**config.mk**
```make
export PLATFORM = sky130hd
export DESIGN_NAME = param_reg_file_sb
export DESIGN_NICKNAME = d
export VERILOG_FILES = /design/src/rtl/param_reg_file_sb.sv
export SDC_FILE = /design/constraint.sdc
export NUM_CORES = 1
export LEC_CHECK = 0
export BUFFER_PORTS_ARGS = -buffer_cell sky130_fd_sc_hd__buf_2
export CORE_ASPECT_RATIO = 0.6
export CORE_MARGIN = 5
export CORE_UTILIZATION = 40
export DETAILED_ROUTE_END_ITERATION = 6
export GPL_ROUTABILITY_DRIVEN = 0
export GPL_TIMING_DRIVEN = 0
export PLACE_DENSITY_LB_ADDON = 0.25
export SYNTH_ARGS = -nofsm -noshare
export SYNTH_HDL_FRONTEND = slang
export SYNTH_SLANG_ARGS = --single-unit
```
**constraint.sdc**
```tcl
create_clock -name clk -period 3.6 [get_ports clk]
set_input_delay 0.54 -clock clk [delete_from_list [all_inputs] [get_ports clk]]
set_output_delay 0.54 -clock clk [all_outputs]
set_load 0.005 [all_outputs]
```
**src/rtl/param_reg_file_sb.sv**
```systemverilog
// Parametrised register file with asynchronous clear, optional hardwired-zero
// register 0, optional write-to-read bypass and a per-register busy scoreboard.
module param_reg_file_sb #(
    parameter int unsigned DATA_W   = 16,
    parameter int unsigned ADDR_W   = 3,
    parameter int unsigned ZERO_REG = 1,
    parameter int unsigned BYPASS   = 1
) (
    input  logic              clk,
    input  logic              rst_n,
    input  logic              we,
    input  logic [ADDR_W-1:0] waddr,
    input  logic [DATA_W-1:0] wdata,
    input  logic [ADDR_W-1:0] raddr1,
    input  logic [ADDR_W-1:0] raddr2,
    input  logic              ren1,
    input  logic              ren2,
    output logic [DATA_W-1:0] rdata1,
    output logic [DATA_W-1:0] rdata2,
    input  logic              alloc_en,
    input  logic [ADDR_W-1:0] alloc_reg,
    output logic              busy1,
    output logic              busy2,
    output logic              stall,
    output logic [ADDR_W:0]   busy_cnt
);

    localparam int unsigned DEPTH = 1 << ADDR_W;
    localparam int unsigned CNT_W = ADDR_W + 1;
    localparam bit HAS_ZERO = (ZERO_REG != 0);
    localparam bit HAS_BYP  = (BYPASS != 0);

    logic [DATA_W-1:0] regs_q [DEPTH];
    logic [DEPTH-1:0]  busy_q;
    logic [DEPTH-1:0]  busy_d;
    logic [CNT_W-1:0]  cnt_q;
    logic [CNT_W-1:0]  cnt_d;

    logic wr_legal;
    logic alloc_legal;

    // Writes and allocs aimed at a hardwired-zero register are dropped.
    always_comb begin
        wr_legal    = we;
        alloc_legal = alloc_en;
        if (HAS_ZERO && (waddr == '0)) begin
            wr_legal = 1'b0;
        end
        if (HAS_ZERO && (alloc_reg == '0)) begin
            alloc_legal = 1'b0;
        end
    end

    // Register storage
    always_ff @(posedge clk or negedge rst_n) begin
        if (!rst_n) begin
            for (int i = 0; i < int'(DEPTH); i++) begin
                regs_q[i] <= '0;
            end
        end else if (wr_legal) begin
            regs_q[waddr] <= wdata;
        end
    end

    // Scoreboard next state: alloc beats a completing write to the same index.
    always_comb begin
        busy_d = busy_q;
        for (int i = 0; i < int'(DEPTH); i++) begin
            if (alloc_legal && (alloc_reg == ADDR_W'(i))) begin
                busy_d[i] = 1'b1;
            end else if (we && (waddr == ADDR_W'(i))) begin
                busy_d[i] = 1'b0;
            end
        end
        if (HAS_ZERO) begin
            busy_d[0] = 1'b0;
        end
    end

    // Population count of the post-edge scoreboard, so busy_cnt tracks busy_q.
    always_comb begin
        cnt_d = '0;
        for (int i = 0; i < int'(DEPTH); i++) begin
            cnt_d = cnt_d + CNT_W'(busy_d[i]);
        end
    end

    always_ff @(posedge clk or negedge rst_n) begin
        if (!rst_n) begin
            busy_q <= '0;
            cnt_q  <= '0;
        end else begin
            busy_q <= busy_d;
            cnt_q  <= cnt_d;
        end
    end

    function automatic logic [DATA_W-1:0] read_port(input logic [ADDR_W-1:0] addr);
        logic [DATA_W-1:0] val;
        val = regs_q[addr];
        if (HAS_BYP && wr_legal && (waddr == addr)) begin
            val = wdata;
        end
        if (HAS_ZERO && (addr == '0)) begin
            val = '0;
        end
        return val;
    endfunction

    // A forwarded operand is never reported busy.
    function automatic logic busy_port(input logic [ADDR_W-1:0] addr);
        logic b;
        b = busy_q[addr];
        if (HAS_BYP && wr_legal && (waddr == addr)) begin
            b = 1'b0;
        end
        return b;
    endfunction

    always_comb begin
        rdata1 = read_port(raddr1);
        rdata2 = read_port(raddr2);
        busy1  = busy_port(raddr1);
        busy2  = busy_port(raddr2);
        stall  = (ren1 & busy1) | (ren2 & busy2);
    end

    assign busy_cnt = cnt_q;

endmodule
```
==> run_results.csv <==
group,metric,value,unit
drt,wl,23.1,mm
clocking,cts_buffers,17,
timing,tightest_slew,820,ps
timing,finalMaxSlewViolations,0,
logic_synthesis,synth_cell_types,49,
global_route,grt_usage,0.202,
drt,drt-met1-wl,11.4,mm
floorplanning,dieHeight,121,um
drt,vias_per_cell,5.84,
logic_synthesis,synth_top_area_frac,0.420,
hold_path,min_path_type,"input pin to async pin",
drt,drt_iter0_markers,403,
timing,slew_headroom,0.450,
placement,placed_area,8840,sq um
clocking,root_buffer,"clkbuf_16",
timing,min_period,3370,ps
final_layout,fin_cells,905,
timing,max_clock_freq,297,MHz
clocking,clk_pin_slew,60,ps
setup_path,critical_path_arrival,3650,ps
timing,fin_crit_sh,0.935,
logic_synthesis,synth_cells,552,
setup_path,regToRegStartpoint,"busy_q[1]",
setup_path,crit_path_end_kind,"flip-flop",
drt,first_pass_iters,4,
setup_path,r2r-end,"busy_cnt[1]",
clocking,cts_tree,"done",
floorplanning,die_area,23600,sq um
setup_path,required,3880,ps
final_layout,fillCellCount,1787,
clocking,cts_setup_buffers,0,
timing,hold_viol,0,
global_route,antenna_found_initial,0,
floorplanning,initial_core_util,0.408,
global_route,first_global_vias,5541,
setup_path,cpMaxStageDelayCell,"fa_1",
logic_synthesis,synth_edf_count,0,
logic_synthesis,ys_top_cells_by_count,"dfrtp_1 (138), mux2_2 (112), mux4_1 (43), mux2i_1 (36), nor2_1 (33)",
floorplanning,io_pins,73,
timing,finalSetupViolations,0,
power,power,5.26,mW
placement,portBuffers,49,
setup_path,critPathLaunchType,"input pin",
final_layout,nNetsFinal,659,
drt,ant_nets,0,
clocking,clock-sinks,138,
global_route,grt_max_degree,99,
setup_path,critical_path_class,"input pin to flip-flop",
drt,remaining_drc_errors,0,
clocking,cts_max_path_buffers,2,
logic_synthesis,yosysTopAreaCell,"dfrtp_1",
setup_path,cpMostUsedCell,"fa_1",
timing,hold_slack,33.2,ps
logic_synthesis,yosys_warnings,0,
logic_synthesis,synthTopCellsByArea,"dfrtp_1 (42%), mux2_2 (15%), mux4_1 (14%)",
power,leakagePower,4.22,nW
logic_synthesis,syn_area_per_cell,14.9,sq um
placement,dp_hpwl,16.0,mm
placement,dp.cells,875,
final_layout,antenna_cells,0,
logic_synthesis,async_flop_share,1.00,
timing,rsz0062_at_grt,"no",
final_layout,fin_area,9490,sq um
logic_synthesis,synth_ff_type,"dfrtp_1",
logic_synthesis,yosysSeqAreaShare,0.420,
power,ir_drop,0.000359,V
clocking,ctsHoldBuffers,0,
drt,route.met3.wl,1.47,mm
floorplanning,fp.dieW,195,um
floorplanning,rows,40,
drt,wl_per_cell,25.5,um
setup_path,ff2ff_path_depth,7,
global_route,grt-ovfl-total,0,
timing,clock_skew,1.77,ps
setup_path,reg2reg_setup_slack,910,ps
global_route,grt_pass1_wl,35.1,mm
clocking,cts_resized,0,
clocking,htreeDepth,4,
logic_synthesis,synth_area,8220,sq um
setup_path,cp_cell_sequence,"buf_6, nor2_1, nand3_2, buf_2, a22o_1, inv_1, fa_1, fa_1, inv_1, fa_1, fa_1",
drt,num_vias,5283,
final_layout,area_growth,15.4,%
setup_path,slowest_delay,500,ps
logic_synthesis,synth-seq-cells,138,
run,cap_violations,0,
setup_path,cp_max_fo,10,
outcome,status,"completed",
logic_synthesis,synthMostInstantiatedCell,"dfrtp_1",
final_layout,drive_above_1_share,0.448,
power,pwr_density_cell,554,nW/um^2
drt,dr_wl_met2,9.88,mm
drt,maxUsedRoutingLayer,"met4",
logic_synthesis,syn_nets,590,
clocking,insertion_delay,410,ps
floorplanning,core,20100,sq um
[flip-flops by register name (all words and copies together) (netlist names)]
name      flops
busy_cnt      3
regs_q      128
busy_q        7
[power breakdown]
part / switching (mW) / total, mW / leakage (nW) / internal (mW)
logic: 0.522 / 1.25 / 2.22 / 0.726
clock network: 0.676 / 1.94 / 0.315 / 1.26
registers: 0.207 / 2.07 / 1.68 / 1.87
total: 1.40 / 5.26 / 4.22 / 3.85
[how the worst max path moves through the flow]
stage | from | to | slack [ps] | cells after the start
after floorplan | we | busy_cnt[1] | 180 | 11
after global placement | waddr[2] | busy_cnt[1] | -170 | 11
after detailed placement | waddr[2] | busy_cnt[1] | -190 | 11
after CTS | waddr[2] | busy_cnt[1] | 250 | 11
after global routing | waddr[2] | busy_cnt[1] | 130 | 11
final | waddr[2] | busy_cnt[1] | 230 | 11
[cell usage in the layout (no fill, tap or decap), types with 3 or more instances in the layout]
master and instances:
inv_1 10, mux2_2 112, a211oi_1 31, clkdlybuf4s50_2 7, dfrtp_1 138, nand3b_1 3
buf_6 15, buf_4 3, bufinv_16 5, mux4_1 43, fa_1 4, buf_8 5
buf_2 66, nand2_1 4, nor2_1 33, clkbuf_8 8, clkbuf_1 19, xnor2_1 6
mux4_2 20, nand3_2 3, clkbuf_16 17, mux2i_1 36
[logic make-up (layout without fill, tap and decap cells)]
family,count (synthesis),after routing,synth area share
flip-flops,138,138,0.420
buffers and inverters,84,164,0.0778
adder cells (fa/ha/maj),4,4,0.00974
AO/OA/AOI/OAI,43,43,0.0422
XOR/XNOR,6,6,0.00639
AND/OR/NAND/NOR,62,62,0.0474
other,1,1,0.000456
multiplexers,214,214,0.396
[layout make-up]
| type | instances | area, sq um | share of cell area |
|---|---|---|---|
| multi-input combinational | 330 | 4130 | 0.435 |
| inverter | 10 | 37.5 | 0.00396 |
| timing repair buffer | 50 | 279 | 0.0294 |
| tap | 273 | 342 | 0.0360 |
| clock buffer | 19 | 453 | 0.0478 |
| buffer | 74 | 602 | 0.0634 |
| sequential | 138 | 3450 | 0.364 |
| clock inverter | 11 | 194 | 0.0204 |
[through the flow]
step / setup TNS [ps] / setup WS (ps) / util
6_report: 0 / 233 / 0.471
2_1_floorplan: 0 / 183 / -
4_1_cts: 0 / 245 / 0.471
3_5_place_dp: -338 / -187 / 0.439
5_1_grt: 0 / 134 / 0.471
3_3_place_gp: -266 / -169 / 0.438
[metal layers]
layer	track usage	vias to the layer above
met5	0	-
met4	0.0471	0
met3	0.0538	27
met2	0.289	169
met1	0.305	2829
li1	-	2258
[critical path, delay by kind of cell]
kind                     cells  cell delay [ps]
AND/OR/NAND/NOR              2              420
AO/OA/AOI/OAI                1              250
buffers and inverters        4              630
adder cells (fa/ha/maj)      4             1790
Power figures use the tool's default switching activity.
